$ cat src/rtl/biu_pkg.sv
// Shared definitions for the EX-stage bus interface port.
// Contents: FSM state encoding, one-hot access-size codes and a helper
// that turns a size code into an 8-bit byte-lane mask.
package biu_pkg;

  // Transaction sequencer states.
  typedef enum logic [2:0] {
    ST_IDLE  = 3'd0,
    ST_CHK   = 3'd1,
    ST_BUS   = 3'd2,
    ST_RDY   = 3'd3,
    ST_DATA  = 3'd4,
    ST_DRAIN = 3'd5
  } state_t;

  // One-hot access size codes as driven by EX.
  localparam logic [3:0] SZ_B = 4'b0001;
  localparam logic [3:0] SZ_H = 4'b0010;
  localparam logic [3:0] SZ_W = 4'b0100;
  localparam logic [3:0] SZ_D = 4'b1000;

  // Byte-lane mask for an access of the given size, anchored at lane 0.
  // A non-one-hot code yields an empty mask; such accesses never reach the bus.
  function automatic logic [7:0] size_mask(input logic [3:0] size);
    logic [7:0] m;
    case (size)
      SZ_B:    m = 8'h01;
      SZ_H:    m = 8'h03;
      SZ_W:    m = 8'h0F;
      SZ_D:    m = 8'hFF;
      default: m = 8'h00;
    endcase
    return m;
  endfunction

endpackage

$ cat src/rtl/biu_lane_align.sv
// Combinational byte-lane steering for one 64-bit bus beat.
// Ports: addr_lo/size/wdata describe the access; rdata is the raw bus beat;
// bsel/wdata_lane/rdata_aligned are the steered results; illegal flags a bad size or misalignment.
module biu_lane_align
  import biu_pkg::*;
(
  input  logic [2:0]  addr_lo,
  input  logic [3:0]  size,
  input  logic [63:0] wdata,
  input  logic [63:0] rdata,
  output logic [7:0]  bsel,
  output logic [63:0] wdata_lane,
  output logic [63:0] rdata_aligned,
  output logic        illegal
);

  logic [7:0]  mask;
  logic [5:0]  bit_off;
  logic [63:0] rshift;
  logic [63:0] rmask;

  always_comb begin
    mask    = size_mask(size);
    bit_off = {addr_lo, 3'b000};

    // Legal accesses never straddle the beat, so the 8-bit shift cannot lose lanes.
    bsel       = mask << addr_lo;
    wdata_lane = wdata << bit_off;

    // Loads come back right-justified and zero-extended; EX sign-extends.
    rshift = rdata >> bit_off;
    rmask  = '0;
    for (int i = 0; i < 8; i++) begin
      rmask[i*8 +: 8] = {8{mask[i]}};
    end
    rdata_aligned = rshift & rmask;

    // Natural alignment required; any non-one-hot size is illegal outright.
    case (size)
      SZ_B:    illegal = 1'b0;
      SZ_H:    illegal = addr_lo[0];
      SZ_W:    illegal = |addr_lo[1:0];
      SZ_D:    illegal = |addr_lo;
      default: illegal = 1'b1;
    endcase
  end

endmodule

$ cat src/rtl/ex_biu_port.sv
// EX-stage memory port: turns a held read/write request into one aligned, byte-laned req/ack bus beat.
// Ports: EX side (read/write/addr_ex/size_biu/data_write in; ready, data and fault pulses out),
// bus side (bus_req/we/addr/wdata/bsel out; bus_ack/rdata/err in). Optional macro BIU_UNCACHE_REGION_EN enables the uncacheable-region path.
module ex_biu_port
  import biu_pkg::*;
#(
  parameter logic [63:0] UNC_BASE = 64'h0000_0000_1000_0000,
  parameter logic [63:0] UNC_MASK = 64'hFFFF_FFFF_F000_0000
) (
  input  logic        clk,
  input  logic        rst,
  input  logic        read,
  input  logic        write,
  input  logic [63:0] addr_ex,
  input  logic [63:0] data_write,
  input  logic [3:0]  size_biu,
  input  logic        unpage,
  input  logic [3:0]  ex_priv,
  output logic [63:0] data_read,
  output logic        cache_ready_ex,
  output logic [63:0] uncache_data,
  output logic        uncache_data_ready,
  output logic        load_acc_fault,
  output logic        store_acc_fault,
  output logic        load_page_fault,
  output logic        store_page_fault,
  output logic        bus_req,
  output logic        bus_we,
  output logic [63:0] bus_addr,
  output logic [63:0] bus_wdata,
  output logic [7:0]  bus_bsel,
  input  logic        bus_ack,
  input  logic [63:0] bus_rdata,
  input  logic        bus_err
);

  state_t      state;

  // Request captured in IDLE; EX inputs are ignored until we return there.
  logic [63:0] addr_q;
  logic [3:0]  size_q;
  logic [63:0] wdata_q;
  logic        we_q;

  // Aligned load result captured on bus_ack, presented a cycle after cache_ready_ex.
  logic [63:0] load_q;

  logic [63:0] unc_data_q;
  logic        unc_rdy_q;
  logic        unc_hit;

  logic [7:0]  lane_bsel;
  logic [63:0] lane_wdata;
  logic [63:0] lane_rdata;
  logic        lane_illegal;
  logic        unused_trace;

  biu_lane_align u_lane (
    .addr_lo       (addr_q[2:0]),
    .size          (size_q),
    .wdata         (wdata_q),
    .rdata         (bus_rdata),
    .bsel          (lane_bsel),
    .wdata_lane    (lane_wdata),
    .rdata_aligned (lane_rdata),
    .illegal       (lane_illegal)
  );

`ifdef BIU_UNCACHE_REGION_EN
  assign unc_hit            = ((addr_q & UNC_MASK) == (UNC_BASE & UNC_MASK));
  assign uncache_data       = unc_data_q;
  assign uncache_data_ready = unc_rdy_q;
  // unpage and ex_priv are trace-only: they must not influence behaviour.
  assign unused_trace       = ^{unpage, ex_priv};
`else
  // Without the region decode every access is cacheable and the uncache outputs are dead.
  assign unc_hit            = 1'b0;
  assign uncache_data       = '0;
  assign uncache_data_ready = 1'b0;
  assign unused_trace       = ^{unpage, ex_priv, UNC_BASE, UNC_MASK, unc_data_q, unc_rdy_q};
`endif

  // No address translation happens here.
  assign load_page_fault  = 1'b0;
  assign store_page_fault = 1'b0;

  always_ff @(posedge clk) begin
    if (!rst) begin
      state           <= ST_IDLE;
      addr_q          <= '0;
      size_q          <= '0;
      wdata_q         <= '0;
      we_q            <= 1'b0;
      load_q          <= '0;
      unc_data_q      <= '0;
      unc_rdy_q       <= 1'b0;
      data_read       <= '0;
      cache_ready_ex  <= 1'b0;
      load_acc_fault  <= 1'b0;
      store_acc_fault <= 1'b0;
      bus_req         <= 1'b0;
      bus_we          <= 1'b0;
      bus_addr        <= '0;
      bus_wdata       <= '0;
      bus_bsel        <= '0;
    end else begin
      // Completion and fault outputs are single-cycle pulses by default.
      cache_ready_ex  <= 1'b0;
      load_acc_fault  <= 1'b0;
      store_acc_fault <= 1'b0;
      unc_rdy_q       <= 1'b0;

      case (state)
        ST_IDLE: begin
          if (read || write) begin
            addr_q  <= addr_ex;
            size_q  <= size_biu;
            wdata_q <= data_write;
            we_q    <= write;        // store wins when both are raised
            state   <= ST_CHK;
          end
        end

        ST_CHK: begin
          if (lane_illegal) begin
            if (we_q) store_acc_fault <= 1'b1;
            else      load_acc_fault  <= 1'b1;
            state <= ST_DRAIN;
          end else begin
            bus_req   <= 1'b1;
            bus_we    <= we_q;
            bus_addr  <= {addr_q[63:3], 3'b000};
            bus_wdata <= lane_wdata;
            bus_bsel  <= lane_bsel;
            state     <= ST_BUS;
          end
        end

        ST_BUS: begin
          // Beat registers stay frozen until the slave acknowledges.
          if (bus_ack) begin
            bus_req <= 1'b0;
            if (bus_err) begin
              if (we_q) store_acc_fault <= 1'b1;
              else      load_acc_fault  <= 1'b1;
              state <= ST_DRAIN;
            end else if (unc_hit) begin
              unc_rdy_q <= 1'b1;
              if (!we_q) unc_data_q <= lane_rdata;
              state <= ST_DRAIN;
            end else begin
              cache_ready_ex <= 1'b1;
              load_q         <= lane_rdata;
              state          <= ST_RDY;
            end
          end
        end

        ST_RDY: begin
          // Stores leave data_read untouched so the last load value survives.
          if (!we_q) data_read <= load_q;
          state <= ST_DATA;
        end

        ST_DATA: begin
          state <= ST_DRAIN;
        end

        ST_DRAIN: begin
          // Wait for EX to drop the request so a held request is not replayed.
          if (!read && !write) state <= ST_IDLE;
        end

        default: begin
          state <= ST_IDLE;
        end
      endcase
    end
  end

endmodule

$ cat config.mk
export PLATFORM = sky130hd
export DESIGN_NAME = ex_biu_port
export DESIGN_NICKNAME = d
export VERILOG_FILES = /design/src/rtl/biu_pkg.sv /design/src/rtl/biu_lane_align.sv /design/src/rtl/ex_biu_port.sv
export SDC_FILE = /design/constraint.sdc
export NUM_CORES = 1
export LEC_CHECK = 0
export ABC_AREA = 1
export CORE_ASPECT_RATIO = 2
export CORE_MARGIN = 2
export CORE_UTILIZATION = 40
export CTS_CLUSTER_SIZE = 40
export DETAILED_ROUTE_END_ITERATION = 16
export PLACE_DENSITY_LB_ADDON = 0.08
export SYNTH_ARGS = -nofsm -noshare
export SYNTH_HDL_FRONTEND = slang
export SYNTH_SLANG_ARGS = --single-unit
export TNS_END_PERCENT = 5
$ cat constraint.sdc
create_clock -name clk -period 2.9 [get_ports clk]
set_clock_uncertainty 0.1 [all_clocks]
set_input_delay 0.58 -clock clk [delete_from_list [all_inputs] [get_ports clk]]
set_output_delay 0.58 -clock clk [all_outputs]
set_load 0.02 [all_outputs]
After elaboration in Yosys (flattened, before gate mapping)
Index checks and enable logic that the tools add are counted.
{ "op_classes": {"n_shift": 3, "n_eq_ne": 13, "n_mux": 22, "reduce_logical": 15, "n_bitwise": 4} }
{ "op_table": {"columns": ["op", "n"], "rows": [
  ["$and 64x64->64", 1],
  ["$shl 64x6->64", 1],
  ["$shr 64x6->64", 1],
  ["$pmux 8 s4", 1],
  ["$pmux 3 s6", 1],
  ["$mux 3", 5],
  ["$reduce_and 3->1", 4],
  ["$mux 1", 11],
  ["$ne 2x2->1 const B", 4],
  ["$shl 8x3->8", 1],
  ["$eq 3x2->1 const B", 2],
  ["$eq 3x3->1 const B", 2],
  ["$pmux 1 s2", 3],
  ["$reduce_and 2->1", 3],
  ["$eq 4x1->1 const B", 1],
  ["$eq 4x2->1 const B", 1],
  ["$eq 4x3->1 const B", 1],
  ["$eq 4x4->1 const B", 1],
  ["$pmux 1 s4", 1],
  ["$eq 3x1->1 const B", 1],
  ["$logic_not 3->1", 1],
  ["$not 1->1", 3],
  ["$reduce_or 3->1", 1],
  ["$logic_not 1->1", 2],
  ["other kinds (4)", 4]
]} }
{ "word_totals": {"register_bits": 402, "word_cells": 72, "output_inout_bits": 272} }

Longest topological paths before layout
Gate-level depths: netlist of run 1.
{ "depth": {"ltp_word": 4, "ltp_mapped": 11} }

Hierarchy
Synthesis of run 1 repeated with hierarchy kept, for this count alone.
{ "unflattened": {"cells_unflattened": 2623, "area_unflattened_um2": 18101.1} }
{ "by_module_without_submodules": {"columns": ["module", "area_per_inst_um2", "cells_each", "instances", "seq_area_each_um2"], "rows": [
  ["ex_biu_port", 14382.5, 1838, 1, 8047.7],
  ["biu_lane_align", 3718.6, 785, 1, 0.0]
]} }

Least setup slack after synthesis of run 1
No wires, ideal clock.
{ "synth_timing": {"path_kind": "input port to flip-flop", "start": "input write", "end": "register size_q[3]", "arrival_time_ns": 1.638, "n_path_buf": 2, "required_ns": 2.671, "cell_stages": 6, "setup_slack_ns": 1.033, "cell_sequence": "nor2_1 > nor2_1 > inv_1 > clkbuf_1 > clkbuf_1 > a21oi_1"} }
{ "synth_between": {"elab_chain_len": 2} }
{ "synth_lines": {"columns": ["item", "line_no", "rtl"], "rows": [
  ["from (decl)", "ex_biu_port.sv:13", "input logic write,"],
  ["$logic_or 1x1->1", "ex_biu_port.sv:115", "if (read || write) begin"],
  ["$reduce_and 2->1 (no line)", null, null],
  ["to (signal assigned)", "ex_biu_port.sv:117", "size_q <= size_biu;"],
  ["to (decl)", "ex_biu_port.sv:41", "logic [3:0] size_q;"]
]} }
Every way passes these cells.
A chain may end at the register's enable or synchronous reset.

Worst setup path after layout of run 1
{ "layout_timing": {"start": "register addr_q[0]", "end": "register bus_wdata[31]"} }
{ "layout_between": {"elab_chain_len": 4} }
{ "layout_lines": {"columns": ["item", "line_no", "rtl"], "rows": [
  ["from (decl)", "ex_biu_port.sv:40", "logic [63:0] addr_q;"],
  ["from (signal assigned)", "ex_biu_port.sv:116", "addr_q <= addr_ex;"],
  ["branches (longest 4 deep; another with $shl 64x6->64)", null, null],
  ["to (signal assigned)", "ex_biu_port.sv:133", "bus_wdata <= lane_wdata;"],
  ["to (decl)", "ex_biu_port.sv:30", "output logic [63:0] bus_wdata,"]
]} }
Parallel ways; which one is timed is not known.

==> results.py, run 1 <==
metrics = {
    "finish": {
        "n_fill_cell": 4325,
        "drive_gt1_share_pct": 5.21,
        "synthToLayoutAreaGrowth_pct": 32.1,
        "final_cell_mix": "nor2_1, nand2_1, o21ai_0, clkdlybuf4s50_1, dfxtp_1",
        "nets": 3005,
        "final_common_cell": "nor2_1",
        "seq_area_mm2": 0.00805,
        "multi_input_area_mm2": 0.00792,
    },
    "worst_hold_path": {
        "min_from": "wdata_q[60]$_SDFFE_PN0P_",
        "whs_endpoint": "wdata_q[60]$_SDFFE_PN0P_",
        "hold_path.class": "flop to flop",
        "hold_depth": 2,
    },
    "worst_setup_path": {
        "cp_max_fo": 70,
        "r2r_end": "bus_wdata[31]$_SDFFE_PN0P_",
        "cp_data_required_time_ps": 3260,
        "cp_slowest_cell": "dfxtp_4",
        "crit_type": "flop to flop",
        "cp-end-kind": "flop",
        "worst_r2r_path_depth": 9,
        "reg2reg_from": "addr_q[0]$_SDFFE_PN0P_",
        "cpPeakStageDelay_ps": 550,
        "startpoint_type": "flop",
        "arrival_ps": 2690,
        "r2r_slack_ps": 570,
        "cp_cell_sequence": "inv_2, nand2_1, nand3_1, nand3_1, nor2_1, nand2_4, buf_12, nand2_1, a21oi_1",
    },
    "routing": {
        "drc": 0,
        "initialDrtViolationCount": 1344,
        "ant_nets": 0,
        "vias": 17100,
        "wl_per_cell_um": 17.8,
        "drt_first_pass_iters": 9,
        "wirelength_um": 60100,
        "via_per_inst": 5.05,
    },
    "sta": {
        "worst_pin_slew_ps": 700,
        "maxSlewHeadroom_pct": 53.4,
        "rsz0062_at_grt": "no",
        "max_freq_mhz": 429,
        "slew_violations": 0,
        "hold_violations": 0,
        "period_needed_ps": 2330,
        "setup_viol": 0,
        "finalSetupTns_ps": 0,
        "timing.final.crit_share_pct": 80.3,
        "timing.hold.ws_ps": 352,
    },
    "logic_synthesis": {
        "synthArstFlopShare_pct": 0,
        "synth-edff-count": 0,
        "synth_top_cell_by_area": "dfxtp_1",
        "yosys_register_bits": 402,
        "synth.top_cells.by_area": "dfxtp_1, o21ai_0, nor2_1",
        "ys_warn_count": 0,
        "ys_seq_area_share_pct": 46.4,
        "synth_cells": 2493,
        "syn_avg_cell_area_um2": 6.96,
        "synth_top_cell_area_share_pct": 46.4,
        "yosysUniqueCellTypes": 30,
        "syn-cell-area_mm2": 0.0174,
        "synth_top_flop_cell": "dfxtp_1",
    },
    "global_routing": {
        "grt_pass1_wl_um": 90500,
        "grt_use_met3_pct": 4.05,
        "grtUsageTotal_pct": 25.7,
        "antenna_found_initial": 5,
        "global_route.usage.met1_pct": 36.5,
        "busiest_layer": "met2",
        "gr-usage-met2_pct": 39.3,
        "overflow": 0,
        "grt_max_degree": 99,
        "grt_pass1_vias": 15600,
    },
    "die": {
        "num_rows": 108,
        "initial_core_util_pct": 40.3,
        "core_area_mm2": 0.0431,
        "boundaryPins": 479,
        "dieHeight_um": 299,
        "die_area_mm2": 0.0452,
        "die_width_um": 151,
    },
    "cts": {
        "clock_latency_ps": 540,
        "cts_inserted_buffers": 39,
        "cts_tree": "built",
        "clk_pin_slew_ps": 60,
        "cts_setup_buffers": 0,
        "clock-sinks": 402,
        "cts_buffer_depth": 3,
        "cts_hold_buffers": 0,
        "cts-htree-levels": 2,
        "cts_resized": 0,
        "clock-root-buffer": "clkbuf_16",
    },
    "pwr": {
        "ir_drop_uv": 583,
        "total_leakage_power_nw": 8.82,
        "p_per_area_mw_per_mm2": 1040,
    },
    "placed_design": {
        "dp_hpwl_um": 42200,
        "gp_congestion": 0.923,
        "io_buffer_count": 403,
    },
    "job": {
        "maxCapViolations": 0,
    },
    "status": {
        "status": "finished clean",
    },
}
## final cells by class
type	instances	area share [%]
Sequential cell	402	35.1
Multi-Input combinational cell	1798	34.5
Timing Repair Buffer	449	20.0
Clock buffer	58	5.00
Tap cell	550	3.00
Inverter	108	1.80
Clock inverter	9	0.458
Antenna cell	4	0.0436
## registers in the layout, summed over array words and instances, names as in the netlist, 3 cells and up
signal / cells
size_q: 4
bus_wdata: 64
bus_bsel: 8
bus_addr: 61
addr_q: 64
state: 3
wdata_q: 64
data_read: 64
load_q: 64
## metal layers
metal	up-vias	part of all wire (%)
li1	8569	-
met1	7719	44
met2	675	45
met3	93	7.7
met4	4	3.3
met5	-	0.038
## logic make-up after synthesis
kind of cell | Yosys count | share of synthesized area, %
and+or+nand+nor | 1031 | 23.2
DFF | 402 | 46.4
AOI/OAI and AO/OA | 691 | 20.4
buffers and inverters | 362 | 9.62
other | 1 | 0.0216
muxes | 6 | 0.346
## worst max-delay path, delay by kind of cell (launching register included)
kind	cells	cell delay, ps
compound gates	1	180
flops	1	550
simple gates	6	990
buf+inv	2	430
## report_power, final
part           switching [mW]  internal, mW
Combinational            7.02          3.82
Clock                    2.19          2.92
Sequential              0.794          7.01
## worst max path at each step
stage                                      end  depth (start not counted)                       start  slack (ps)
detailed placement     load_q[23]$_SDFFE_PN0P_                          7                     bus_ack         400
global route        bus_wdata[31]$_SDFFE_PN0P_                          9      addr_q[0]$_SDFFE_PN0P_         420
CTS                              data_read[63]                          1  data_read[63]$_SDFFE_PN0P_         610
finish              bus_wdata[31]$_SDFFE_PN0P_                          9      addr_q[0]$_SDFFE_PN0P_         570
floorplan               size_q[3]$_SDFFE_PN0P_                          6                       write        1030
global placement       load_q[23]$_SDFFE_PN0P_                          7                     bus_ack         440
## synthesized netlist by cell type, types with 3 or more instances
| library cell | instances |
|---|---|
| nor3_1 | 14 |
| a22oi_1 | 10 |
| clkbuf_1 | 146 |
| mux2i_1 | 6 |
| inv_2 | 5 |
| or2_2 | 21 |
| o21ai_0 | 407 |
| buf_4 | 75 |
| nor2_2 | 3 |
| dfxtp_1 | 402 |
| o22ai_1 | 24 |
| buf_2 | 23 |
| o21a_1 | 3 |
| nand3_1 | 49 |
| buf_1 | 10 |
| o221ai_1 | 5 |
| nand2_1 | 424 |
| inv_1 | 102 |
| o21ai_1 | 5 |
| a21oi_1 | 234 |
| nor2_1 | 516 |
## metrics by stage
stage,area (µm²),util (%),setup WS (ps),total power [mW],instances
6_report,22900,53.2,571,23.8,3378
5_1_grt,22900,53.2,416,25.3,3377
2_1_floorplan,17600,-,1030,14.5,2562
3_5_place_dp,21700,50.3,399,18.7,3307
4_1_cts,22900,53.2,609,23.8,3374
3_3_place_gp,21700,50.3,437,18.6,3307
No activity file was read; power rests on OpenSTA's default activity.
==> run 2, diff against run 1 <==
==> constraint.sdc (replaced) <==
create_clock -name clk -period 1.9 [get_ports clk]
set_clock_uncertainty 0.1 [all_clocks]
set_input_delay 0.38 -clock clk [delete_from_list [all_inputs] [get_ports clk]]
set_output_delay 0.38 -clock clk [all_outputs]
set_load 0.02 [all_outputs]
==> run 2 against run 1 <==
Against the previous run: the flow now finishes with violations (negative setup slack); combinational power increased by 81%; cell count increased by 4.5%; setup slack got worse by 610 ps; routed wire length increased by 4.5%; critical path type unchanged.
==> results.py, run 2 (synthesized netlist as in run 1, its figures left out) <==
metrics = {
    "status": {
        "status": "finished with violations",
        "failed_checks": "negative setup slack",
    },
    "routing": {
        "initialDrtViolationCount": 1387,
        "drc": 0,
        "via_per_inst": 5.03,
        "ant_nets": 0,
        "vias": 17800,
        "wirelength_um": 62800,
        "wl_per_cell_um": 17.8,
        "drt_first_pass_iters": 6,
    },
    "finish": {
        "multi_input_area_mm2": 0.00814,
        "fin_area_mm2": 0.0245,
        "seq_area_mm2": 0.00807,
        "final_cells": 3530,
        "n_fill_cell": 4299,
        "antenna_cells": 0,
        "final_cell_mix": "nor2_1, nand2_1, dfxtp_1, o21ai_0, a21oi_1",
        "drive_gt1_share_pct": 12.0,
        "nets": 3159,
        "synthToLayoutAreaGrowth_pct": 41.3,
        "final_common_cell": "nor2_1",
    },
    "placed_design": {
        "dp_cells": 3437,
        "post-place-ws_ps": -293,
        "gp_congestion": 0.910,
        "dp_hpwl_um": 44500,
        "place_area_mm2": 0.0229,
        "io_buffer_count": 403,
    },
    "pwr": {
        "total_leakage_power_nw": 10.7,
        "pwr-share-seq_pct": 30.2,
        "switching_power_mw": 16.3,
        "p_sw_share_pct": 41.6,
        "combPwrFrac_pct": 49.6,
        "pwr-share-clk_pct": 20.2,
        "ir_drop_uv": 943,
        "p_per_area_mw_per_mm2": 1600,
        "intPower_mw": 22.9,
    },
    "worst_hold_path": {
        "hold_path.class": "input port to flop",
    },
    "sta": {
        "rsz0062_at_grt": "yes",
        "timing.hold.ws_ps": 106,
        "worst_slack_ps": -36.6,
        "setup_viol": 19,
        "timing.final.crit_share_pct": 102,
        "slew_violations": 0,
        "period_needed_ps": 1940,
        "hold_violations": 0,
        "finalSetupTns_ps": -304,
        "max_freq_mhz": 516,
    },
    "global_routing": {
        "grtUsageTotal_pct": 26.1,
        "grt_max_degree": 99,
        "grt_pass1_wl_um": 92400,
        "grt_pass1_vias": 16200,
        "antenna_found_initial": 0,
        "overflow": 0,
    },
    "cts": {
        "cts_inserted_buffers": 40,
        "clk_pin_slew_ps": 60,
        "cts_tree": "built",
        "cts-htree-levels": 2,
        "clock-sinks": 402,
        "cts_hold_buffers": 0,
        "cts_buffer_depth": 3,
        "clock_latency_ps": 550,
        "clock-root-buffer": "clkbuf_16",
    },
    "die": {
        "num_rows": 108,
        "boundaryPins": 479,
        "core_area_mm2": 0.0431,
        "dieHeight_um": 299,
        "die_width_um": 151,
        "die_area_mm2": 0.0452,
        "initial_core_util_pct": 40.3,
    },
    "worst_setup_path": {
        "cp_data_required_time_ps": 2270,
        "crit_type": "flop to flop",
        "cp_max_fo": 9,
        "cp-end-kind": "flop",
        "arrival_ps": 2310,
        "startpoint_type": "flop",
    },
    "job": {
        "maxCapViolations": 0,
    },
}
-- run 2: cell types whose count changed in the layout (fill, tap and decap cells not counted), sizes merged --
cell           previous run  this run
clkinv                    6         7
diode                     4         0
dlygate4sd2               0       202
clkinvlp                  0         2
clkbuf                   58        67
clkdlybuf4s50           402       200
inv                     109       106
buf                      47       194
-- run 2: critical path, cell delays in order (launching register included) --
cell	delay, ps
dfxtp_4	380
inv_2	50
nand2_2	70
nor2_2	50
nand2_2	80
nand3_4	90
buf_6	130
nor3_4	250
buf_6	150
buf_6	120
buf_6	170
nand2_1	70
a21oi_1	140
-- run 2: through the flow --
| step | utilization [%] | total power [mW] |
|---|---|---|
| floorplan | - | 22.1 |
| global placement | 53.1 | 30.6 |
| detailed placement | 53.1 | 30.7 |
| CTS | 55.6 | 38.0 |
| global route | 56.9 | 41.8 |
| finish | 56.9 | 39.3 |
-- run 2: what timing repair did --
action,in CTS,in global routing
hold endpoints to repair,0,0
resized for setup,206,106
pin swaps,0,17
gates cloned,0,8
buffers inserted,0,15
endpoints found under the setup margin,235,177
-- run 2: power by group through the flow --
stage | sequential [mW] | combinational (mW) | clock, mW
global route | 12.1 | 21.2 | 8.41
detailed placement | 12.0 | 18.7 | 0
floorplan | 13.0 | 9.09 | 0
finish | 11.9 | 19.5 | 7.92
CTS | 11.8 | 18.1 | 8.10
global placement | 12.0 | 18.6 | 0
-- run 2: area by class of cell --
type / count / share of cell area (%)
Tap cell: 550 / 2.80
Sequential cell: 402 / 32.9
Multi-Input combinational cell: 1798 / 33.2
Clock buffer: 61 / 4.78
Inverter: 108 / 1.72
Timing Repair Buffer: 602 / 24.2
Clock inverter: 9 / 0.459
-- run 2: per-layer routing --
metal	wire length, µm	vias up	GRT usage (%)
li1	-	8875	-
met1	27800	8077	37.6
met2	28400	706	40.1
met3	4410	104	3.36
met4	2210	0	9.41
met5	0	-	0
-- run 2: path summary, 6_finish.rpt --
kind,start,end,slack [ps],cells past startpoint
hold reg to reg,wdata_q[62]$_SDFFE_PN0P_,wdata_q[62]$_SDFFE_PN0P_,350,2
hold / removal,rst,wdata_q[63]$_SDFFE_PN0P_,110,3
setup / recovery,size_q[0]$_SDFFE_PN0P_,bus_bsel[4]$_SDFFE_PN0P_,-40,12
setup reg to reg,size_q[0]$_SDFFE_PN0P_,bus_bsel[4]$_SDFFE_PN0P_,-40,12
